$ cat src/rtl/cmsdk_ahb_decode_mux.sv
// AHB-Lite address decoder and slave response multiplexer.
// The address phase is decoded combinationally into one-hot selects, and a data-phase owner register steers the slave responses back to the master.
module cmsdk_ahb_decode_mux #(
  parameter logic [31:0] S0_BASE = 32'h0000_0000,
  parameter logic [31:0] S1_BASE = 32'h2000_0000,
  parameter logic [31:0] S2_BASE = 32'h4000_0000,
  parameter logic [31:0] S3_BASE = 32'h4001_0000,
  parameter logic [31:0] S0_MASK = 32'hE000_0000,
  parameter logic [31:0] S1_MASK = 32'hE000_0000,
  parameter logic [31:0] S2_MASK = 32'hFFFF_0000,
  parameter logic [31:0] S3_MASK = 32'hFFFF_0000,
  parameter logic [3:0]  PORT_EN = 4'b1111
) (
  input  logic        HCLK,
  input  logic        HRESETn,
  input  logic [31:0] HADDR,
  input  logic [1:0]  HTRANS,
  output logic        HSEL0,
  output logic        HSEL1,
  output logic        HSEL2,
  output logic        HSEL3,
  output logic        HSELDEF,
  input  logic        HREADYOUT0,
  input  logic        HREADYOUT1,
  input  logic        HREADYOUT2,
  input  logic        HREADYOUT3,
  input  logic        HREADYOUTDEF,
  input  logic        HRESP0,
  input  logic        HRESP1,
  input  logic        HRESP2,
  input  logic        HRESP3,
  input  logic        HRESPDEF,
  input  logic [31:0] HRDATA0,
  input  logic [31:0] HRDATA1,
  input  logic [31:0] HRDATA2,
  input  logic [31:0] HRDATA3,
  output logic        HREADY,
  output logic        HRESP,
  output logic [31:0] HRDATA
);

  logic [3:0] match;
  logic [4:0] dec;
  logic [4:0] dsel_q;
  logic [4:0] dsel_d;
  logic       unused_htrans0;

  // Only HTRANS[1] distinguishes an active transfer from IDLE/BUSY.
  assign unused_htrans0 = HTRANS[0];

  always_comb begin
    match    = '0;
    match[0] = PORT_EN[0] && ((HADDR & S0_MASK) == S0_BASE);
    match[1] = PORT_EN[1] && ((HADDR & S1_MASK) == S1_BASE);
    match[2] = PORT_EN[2] && ((HADDR & S2_MASK) == S2_BASE);
    match[3] = PORT_EN[3] && ((HADDR & S3_MASK) == S3_BASE);
  end

  // Lowest matching index wins; no match routes to the default slave.
  always_comb begin
    dec = '0;
    if (match[0])      dec[0] = 1'b1;
    else if (match[1]) dec[1] = 1'b1;
    else if (match[2]) dec[2] = 1'b1;
    else if (match[3]) dec[3] = 1'b1;
    else               dec[4] = 1'b1;
  end

  assign HSEL0   = dec[0];
  assign HSEL1   = dec[1];
  assign HSEL2   = dec[2];
  assign HSEL3   = dec[3];
  assign HSELDEF = dec[4];

  always_comb begin
    dsel_d = dsel_q;
    if (HREADY) begin
      dsel_d = HTRANS[1] ? dec : '0;
    end
  end

  always_ff @(posedge HCLK or negedge HRESETn) begin
    if (!HRESETn) begin
      dsel_q <= '0;
    end else begin
      dsel_q <= dsel_d;
    end
  end

  // No owner (idle or reset) answers as a zero-wait OKAY with zero data.
  always_comb begin
    HREADY = 1'b1;
    HRESP  = 1'b0;
    HRDATA = '0;
    case (dsel_q)
      5'b00001: begin
        HREADY = HREADYOUT0;
        HRESP  = HRESP0;
        HRDATA = HRDATA0;
      end
      5'b00010: begin
        HREADY = HREADYOUT1;
        HRESP  = HRESP1;
        HRDATA = HRDATA1;
      end
      5'b00100: begin
        HREADY = HREADYOUT2;
        HRESP  = HRESP2;
        HRDATA = HRDATA2;
      end
      5'b01000: begin
        HREADY = HREADYOUT3;
        HRESP  = HRESP3;
        HRDATA = HRDATA3;
      end
      5'b10000: begin
        HREADY = HREADYOUTDEF;
        HRESP  = HRESPDEF;
      end
      default: ;
    endcase
  end

endmodule
$ cat config.mk
export PLATFORM = sky130hd
export DESIGN_NAME = cmsdk_ahb_decode_mux
export DESIGN_NICKNAME = d
export VERILOG_FILES = /design/src/rtl/cmsdk_ahb_decode_mux.sv
export SDC_FILE = /design/constraint.sdc
export NUM_CORES = 1
export LEC_CHECK = 0
export CORE_MARGIN = 2
export CORE_UTILIZATION = 18
export DETAILED_ROUTE_END_ITERATION = 7
export PLACE_DENSITY = 0.8
export SKIP_LAST_GASP = 1
export SYNTH_ARGS = -nofsm -noshare
export SYNTH_HDL_FRONTEND = slang
export SYNTH_SLANG_ARGS = --single-unit
$ cat constraint.sdc
create_clock -name HCLK -period 2.15 [get_ports HCLK]
set_input_delay 0.43 -clock HCLK [delete_from_list [all_inputs] [get_ports HCLK]]
set_output_delay 0.43 -clock HCLK [all_outputs]
set_load 0.02 [all_outputs]
==> impl_metrics.py, run 1 <==
metrics = {
    "power_and_ir_drop": {
        "pwr-share-clk_pct": 10.9,
        "vdd_drop_max_uv": 503.2,
        "power_density_mw_per_mm2": 404.8,
        "p_seq_share_pct": 7.6,
        "comb_power_share_pct": 81.5,
        "p_sw_share_pct": 37.04,
        "p_leak_nw": 1.777,
        "p_int_w": 0.001026,
        "p_sw_w": 0.0006037,
    },
    "clocking": {
        "cts_buffers": 3,
        "cts_buffer_depth": 2,
        "tritoncts": "done",
        "cts-root-buf": "clkbuf_8",
        "clock_sinks": 5,
        "clock_latency_ps": 220,
        "htreeDepth": 1,
        "cts.clk_slew.worst_paths_ps": 40,
    },
    "die": {
        "start_util_pct": 18.32,
        "fp.coreArea_mm2": 0.006277,
        "dieArea_mm2": 0.007043,
        "die_y_um": 83.93,
        "die_w_um": 83.93,
        "core.rowCount": 29,
        "num_io_pins": 213,
    },
    "yosys": {
        "syn_inst": 165,
        "async_reset_ff_share_pct": 100.0,
        "synth_area_leaders": "a22oi_1, nand2_1, dfrtp_1",
        "yosys_warnings": 0,
        "synth_edf_count": 0,
        "synth_ff_type": "dfrtp_1",
        "ys_ff_latch": 5,
        "syn-num-nets": 339,
        "synth_top_cell_by_area": "a22oi_1",
        "synth_top_area_share_pct": 43.09,
        "synth.cell_area_mm2": 0.001150,
        "synth.avg_cell_area_um2": 6.969,
        "ys_types": 31,
        "ys_seq_area_share_pct": 10.88,
    },
    "global_routing": {
        "grt_pass1_wl_um": 11900,
        "antenna_found_initial": 0,
        "grt_overflow": 0,
        "grt_use_total_pct": 20.30,
        "grt_start_max_net_pins": 25,
        "grt_pass1_vias": 2430,
    },
    "placed_design": {
        "port_buffers": 195,
        "post-place-ws_ps": -495.3,
        "dp_cells": 449,
        "dp_hpwl_um": 5307,
        "place_area_mm2": 0.003397,
        "place_congestion": 0.7342,
    },
    "sta": {
        "fin_crit_sh_pct": 111.6,
        "fin_ws_ps": -249.2,
        "final_hold_viol_count": 0,
        "min_period_ps": 2399,
        "slew_headroom_pct": 75.45,
        "rsz0062_at_grt": "yes",
        "setup_viol": 34,
        "drv_slew": 0,
        "skew_ps": 3.025,
        "max_freq_mhz": 416.8,
        "tightest_slew_ps": 358.9,
    },
    "worst_setup_path": {
        "endpoint_kind": "output pin",
        "cp_data_required_time_ps": 1720,
        "crit_fanout": 5,
        "crit_type": "reg -> out",
        "cp-start-kind": "flip-flop",
        "critical_path_arrival_ps": 1970,
    },
    "detailed_routing": {
        "wl_per_cell_um": 16.30,
        "vias_per_cell": 4.809,
        "dr.pass1.iters": 4,
        "drc": 0,
        "vias": 2294,
        "drt_iter0_drc": 64,
        "ant_nets": 0,
        "wl_um": 7777,
    },
    "worst_hold_path": {
        "hold_class": "in -> async",
    },
    "cells_and_area": {
        "utilization_pct": 64.14,
        "antenna_cells": 0,
        "regMostFlops": "dsel_q",
        "final_area_mm2": 0.004026,
        "drive_gt1_share_pct": 34.75,
        "instances_no_fill": 477,
        "syn2layout_area_growth_pct": 250.2,
        "reg_top3": "dsel_q: 5 flops",
        "largest_register_ffs": 5,
        "layout.nets": 575,
    },
    "job": {
        "max-cap-violations": 0,
    },
    "status": {
        "outcome": "complete, but fails checks",
        "violations": "negative setup slack",
    },
}
-- per-layer routing --
layer	up-vias	track usage (%)	wire length (um)
met5	-	0	0
li1	1122	-	-
met1	1061	23.54	2988
met4	0	4.839	65
met3	6	3.066	463
met2	105	38.62	4259
-- cell usage in the layout, fill, tap and decap left out, types with 3 or more instances in the layout --
master | synthesis | layout
a22oi_2 | 0 | 32
clkdlybuf4s50_1 | 0 | 145
buf_2 | 2 | 3
dfrtp_1 | 5 | 5
and2_1 | 3 | 3
a22oi_1 | 66 | 34
buf_12 | 0 | 6
buf_16 | 0 | 3
mux2_4 | 3 | 3
inv_1 | 3 | 3
clkbuf_8 | 0 | 3
nor2_1 | 4 | 4
buf_4 | 0 | 33
nor3b_4 | 1 | 3
buf_6 | 0 | 42
nand2_1 | 36 | 36
dlymetal6s2s_1 | 0 | 11
-- stage by stage --
stage / power (W) / setup TNS [ps] / hold slack, ps
finish: 0.001630 / -5689 / 434.0
global route: 0.001711 / -8388 / 451.2
CTS: 0.001553 / -7694 / 441.1
detailed placement: 0.001170 / -14540 / 676.4
global placement: 0.001158 / -13270 / 655.0
floorplan: 0.0005579 / -2228 / 134.4
-- Yosys cell counts (all sizes together) (3+ instances only) --
cell type / count
nand2: 36
a22oi: 66
nor2: 4
nor4: 3
clkbuf: 13
nor3b: 3
and2: 3
mux2: 3
inv: 4
nor3: 4
dfrtp: 5
-- kinds of logic after synthesis --
| kind of cell | after synthesis | share of synthesized area, % |
|---|---|---|
| and+or+nand+nor | 64 | 30.14 |
| AOI/OAI and AO/OA | 71 | 46.14 |
| buffers and inverters | 19 | 6.420 |
| DFF | 5 | 10.88 |
| xor gates and xnor gates | 1 | 0.7618 |
| muxes | 5 | 5.658 |
-- critical path, stage by stage, from the launching register on --
cell and delay [ps]:
dfrtp_1 370, or3_4 420, nor3b_4 270, buf_6 180
buf_12 120, buf_16 120, a22oi_2 70, nand2_1 70
buf_6 120
-- power by group through the flow --
stage / Combinational, W / Clock, W / Sequential, W
finish: 0.00133 / 0.000177 / 0.000123
global placement: 0.00104 / 0 / 0.000122
floorplan: 0.000443 / 0 / 0.000115
global route: 0.00140 / 0.000183 / 0.000127
CTS: 0.00125 / 0.000180 / 0.000123
detailed placement: 0.00105 / 0 / 0.000123
-- worst paths after layout --
check                           slack (ps)  cells past startpoint      start         end
worst max-delay path                  -250                      8  dsel_q[2]  HRDATA[12]
worst min-delay path                   430                      1    HRESETn   dsel_q[2]
worst max register to register          30                      8  dsel_q[2]   dsel_q[1]
worst min register to register         730                      2  dsel_q[4]   dsel_q[4]
max in group asynchronous             1520                      1    HRESETn   dsel_q[3]
min in group HCLK                      710                      3  HADDR[29]   dsel_q[1]
-- timing repair --
item                                    4_1_cts  5_1_grt
endpoints found under the setup margin       42       42
endpoints found under the hold margin         0        0
pin swaps                                    31       43
hold buffers                                  0        0
gates resized for setup                     227       61
buffers inserted                             20        2
gates cloned                                  4        0
-- area by class of cell --
class	instances	area (um2)
tap	77	96.34
fill	520	2251
clock buffer	4	45.04
multi-input combinational	141	1185
inverter	4	15.01
timing repair buffer	246	2560
sequential	5	125.1
Note: power is estimated with default switching activity, not from simulation.
==> run 2, diff against run 1 <==
ABC_AREA = 1   (was default)
CORE_MARGIN = 5   (was 2)
CORE_UTILIZATION = 21   (was 18)
MAX_ROUTING_LAYER = met4   (was default)
PLACE_DENSITY = 0.82   (was 0.8)
==> impl_metrics.py, run 2 <==
metrics = {
    "sta": {
        "max_freq_mhz": 477.6,
        "skew_ps": 1.688,
        "fin_crit_sh_pct": 97.38,
        "drv_slew": 0,
        "final_hold_viol_count": 0,
        "rsz0062_at_grt": "no",
        "min_period_ps": 2094,
        "setup_viol": 0,
        "tightest_slew_ps": 238.4,
        "slew_headroom_pct": 84.07,
    },
    "worst_setup_path": {
        "cp_cell_sequence": "clkdlybuf4s50_1 > or2_2 > nor2_4 > nand3_1 > nand3_1 > inv_1 > buf_2",
        "cp_slowest_cell": "clkdlybuf4s50_1",
        "r2r_slack_ps": 680,
        "cp-start-kind": "input port",
        "crit_path_end": "HSELDEF",
        "cpLargestDelayFamily": "simple AND/OR/NAND/NOR gates",
        "worstRegToRegCells": 8,
        "critPathBufInv": 3,
        "slowest_delay_ps": 400,
        "startpoint": "HADDR[27]",
        "cp_data_required_time_ps": 1720,
        "crit_type": "in -> out",
        "worst-path-stages": 7,
        "critical_path_arrival_ps": 1660,
        "rr_startpoint": "dsel_q[1]",
        "crit_fanout": 2,
        "crit_top_cell": "nand3_1",
        "endpoint_kind": "output pin",
        "r2r_end": "dsel_q[4]",
    },
    "yosys": {
        "syn_inst": 273,
        "synth_ff_type": "dfrtp_1",
        "ys_types": 21,
        "ys_seq_area_share_pct": 8.929,
        "ys_ff_latch": 5,
        "synth.avg_cell_area_um2": 5.133,
        "ys_top_cells_by_count": "nand2_1, nand4_1, inv_1",
        "synthXorXnorAreaFrac_pct": 0,
        "synth-simple-area-share_pct": 77.86,
        "synthAdderAreaFrac_pct": 0,
        "yosys_warnings": 0,
        "synth_compound_area_share_pct": 1.161,
        "syn-num-nets": 447,
        "synth_area_leaders": "nand2_1, nand4_1, dfrtp_1",
        "yosysMostFrequentCell": "nand2_1",
        "synth_top_area_share_pct": 39.91,
        "synth_top_family_by_area": "simple AND/OR/NAND/NOR gates",
        "synth_top_cell_by_area": "nand2_1",
        "muxShareOfSynthArea_pct": 0,
        "async_reset_ff_share_pct": 100.0,
        "synth.cell_area_mm2": 0.001401,
        "synth_edf_count": 0,
    },
    "detailed_routing": {
        "vias_per_cell": 4.577,
        "wl_um": 8059,
        "drc": 0,
        "wl_per_cell_um": 14.14,
        "drt_iter0_drc": 70,
        "vias": 2609,
        "dr.pass1.iters": 4,
        "ant_nets": 0,
    },
    "global_routing": {
        "grt_pass1_wl_um": 12050,
        "antenna_found_initial": 0,
        "grt_start_max_net_pins": 20,
        "grt_use_total_pct": 17.84,
        "grt_pass1_vias": 2586,
        "grt_overflow": 0,
    },
    "power_and_ir_drop": {
        "power_density_mw_per_mm2": 366.4,
        "p_leak_nw": 1.605,
        "p_total_w": 0.001314,
        "vdd_drop_max_uv": 310.0,
    },
    "die": {
        "num_io_pins": 213,
        "die_y_um": 91.69,
        "die_w_um": 91.69,
        "fp.coreArea_mm2": 0.006422,
        "dieArea_mm2": 0.008407,
        "start_util_pct": 21.82,
        "core.rowCount": 29,
    },
    "clocking": {
        "cts_buffers": 3,
        "cts_buffer_depth": 2,
        "clock_latency_ps": 220,
        "htreeDepth": 1,
        "cts-root-buf": "clkbuf_8",
        "hold_buffers": 0,
        "clock_sinks": 5,
        "tritoncts": "done",
        "cts.clk_slew.worst_paths_ps": 30,
    },
    "placed_design": {
        "dp_hpwl_um": 7037,
        "dp_cells": 564,
        "place_congestion": 0.7926,
        "port_buffers": 195,
    },
    "cells_and_area": {
        "layout.nets": 668,
        "multi_input_area_mm2": 0.001132,
        "largest_register_ffs": 5,
        "drive_gt1_share_pct": 21.10,
        "utilization_pct": 55.82,
        "mostFrequentLayoutCells": "clkdlybuf4s50_1, nand2_1, nand4_1",
        "instances_no_fill": 570,
        "antenna_cells": 0,
        "regMostFlops": "dsel_q",
        "syn2layout_area_growth_pct": 155.8,
        "final_common_cell": "clkdlybuf4s50_1",
        "nFillCells": 597,
        "reg_top3": "dsel_q: 5 flops",
        "seqCellArea_um2": 126.4,
    },
    "worst_hold_path": {
        "hold_class": "in -> async",
    },
    "status": {
        "outcome": "finished clean",
    },
    "job": {
        "max-cap-violations": 0,
    },
}
[run 2: logic make-up after synthesis]
logic type / count (synthesis)
AND/OR/NAND/NOR: 232
flip-flops: 5
AO/OA/AOI/OAI: 2
buffers and inverters: 34
[run 2: worst min path at each step]
stage | startpoint | endpoint | slack [ps]
after floorplan | HRESETn | dsel_q[0] | 130
after global placement | dsel_q[2] | dsel_q[2] | 580
after detailed placement | dsel_q[2] | dsel_q[2] | 570
after CTS | HRESETn | dsel_q[2] | 440
after global routing | HRESETn | dsel_q[2] | 450
final | HRESETn | dsel_q[2] | 440
[run 2: stage by stage]
step                worst slack (ps)  TNS, ps  instance area [um2]  hold slack, ps
floorplan                      485.0        0                 1401           134.4
global placement              -335.3    -2350                 3681           579.0
detailed placement            -356.2    -3882                 3681           572.6
CTS                           -70.60   -237.1                 3725           439.2
global route                  0.6476        0                 3585           445.0
finish                         56.25        0                 3585           435.6
[run 2: repair_timing]
item,in CTS,in global routing
pin swaps,0,2
endpoints found under the setup margin,38,36
buffers inserted,1,1
cloned,0,0
resized for setup,66,58
[run 2: layer usage]
| layer | up-vias | global-route usage (%) | wire (um) |
|---|---|---|---|
| li1 | 1329 | - | - |
| met1 | 1157 | 17.90 | 2915 |
| met2 | 119 | 36.21 | 4437 |
| met3 | 4 | 2.946 | 635 |
| met4 | 0 | 2.847 | 70 |
| met5 | - | - | 0 |
[run 2: final cells by class]
cell class,instances,area share [%]
Sequential cell,5,3.525
Inverter,22,2.304
Timing Repair Buffer,228,58.64
Multi-Input combinational cell,234,31.59
Clock buffer,4,1.257
Tap cell,77,2.688
[run 2: where the power goes]
group | leakage [nW] | switching (W) | internal [W] | total, W
logic | 1.52 | 0.000472 | 0.000544 | 0.00102
registers | 0.0663 | 0.0000172 | 0.000109 | 0.000126
clock network | 0.0228 | 0.0000438 | 0.000127 | 0.000171
[run 2: worst register-to-register path: cells and delay by family (launching register included)]
family | cells | cell delay [ps]
flip-flops | 1 | 430
buffers and inverters | 2 | 310
AO/OA/AOI/OAI | 1 | 150
AND/OR/NAND/NOR | 5 | 460
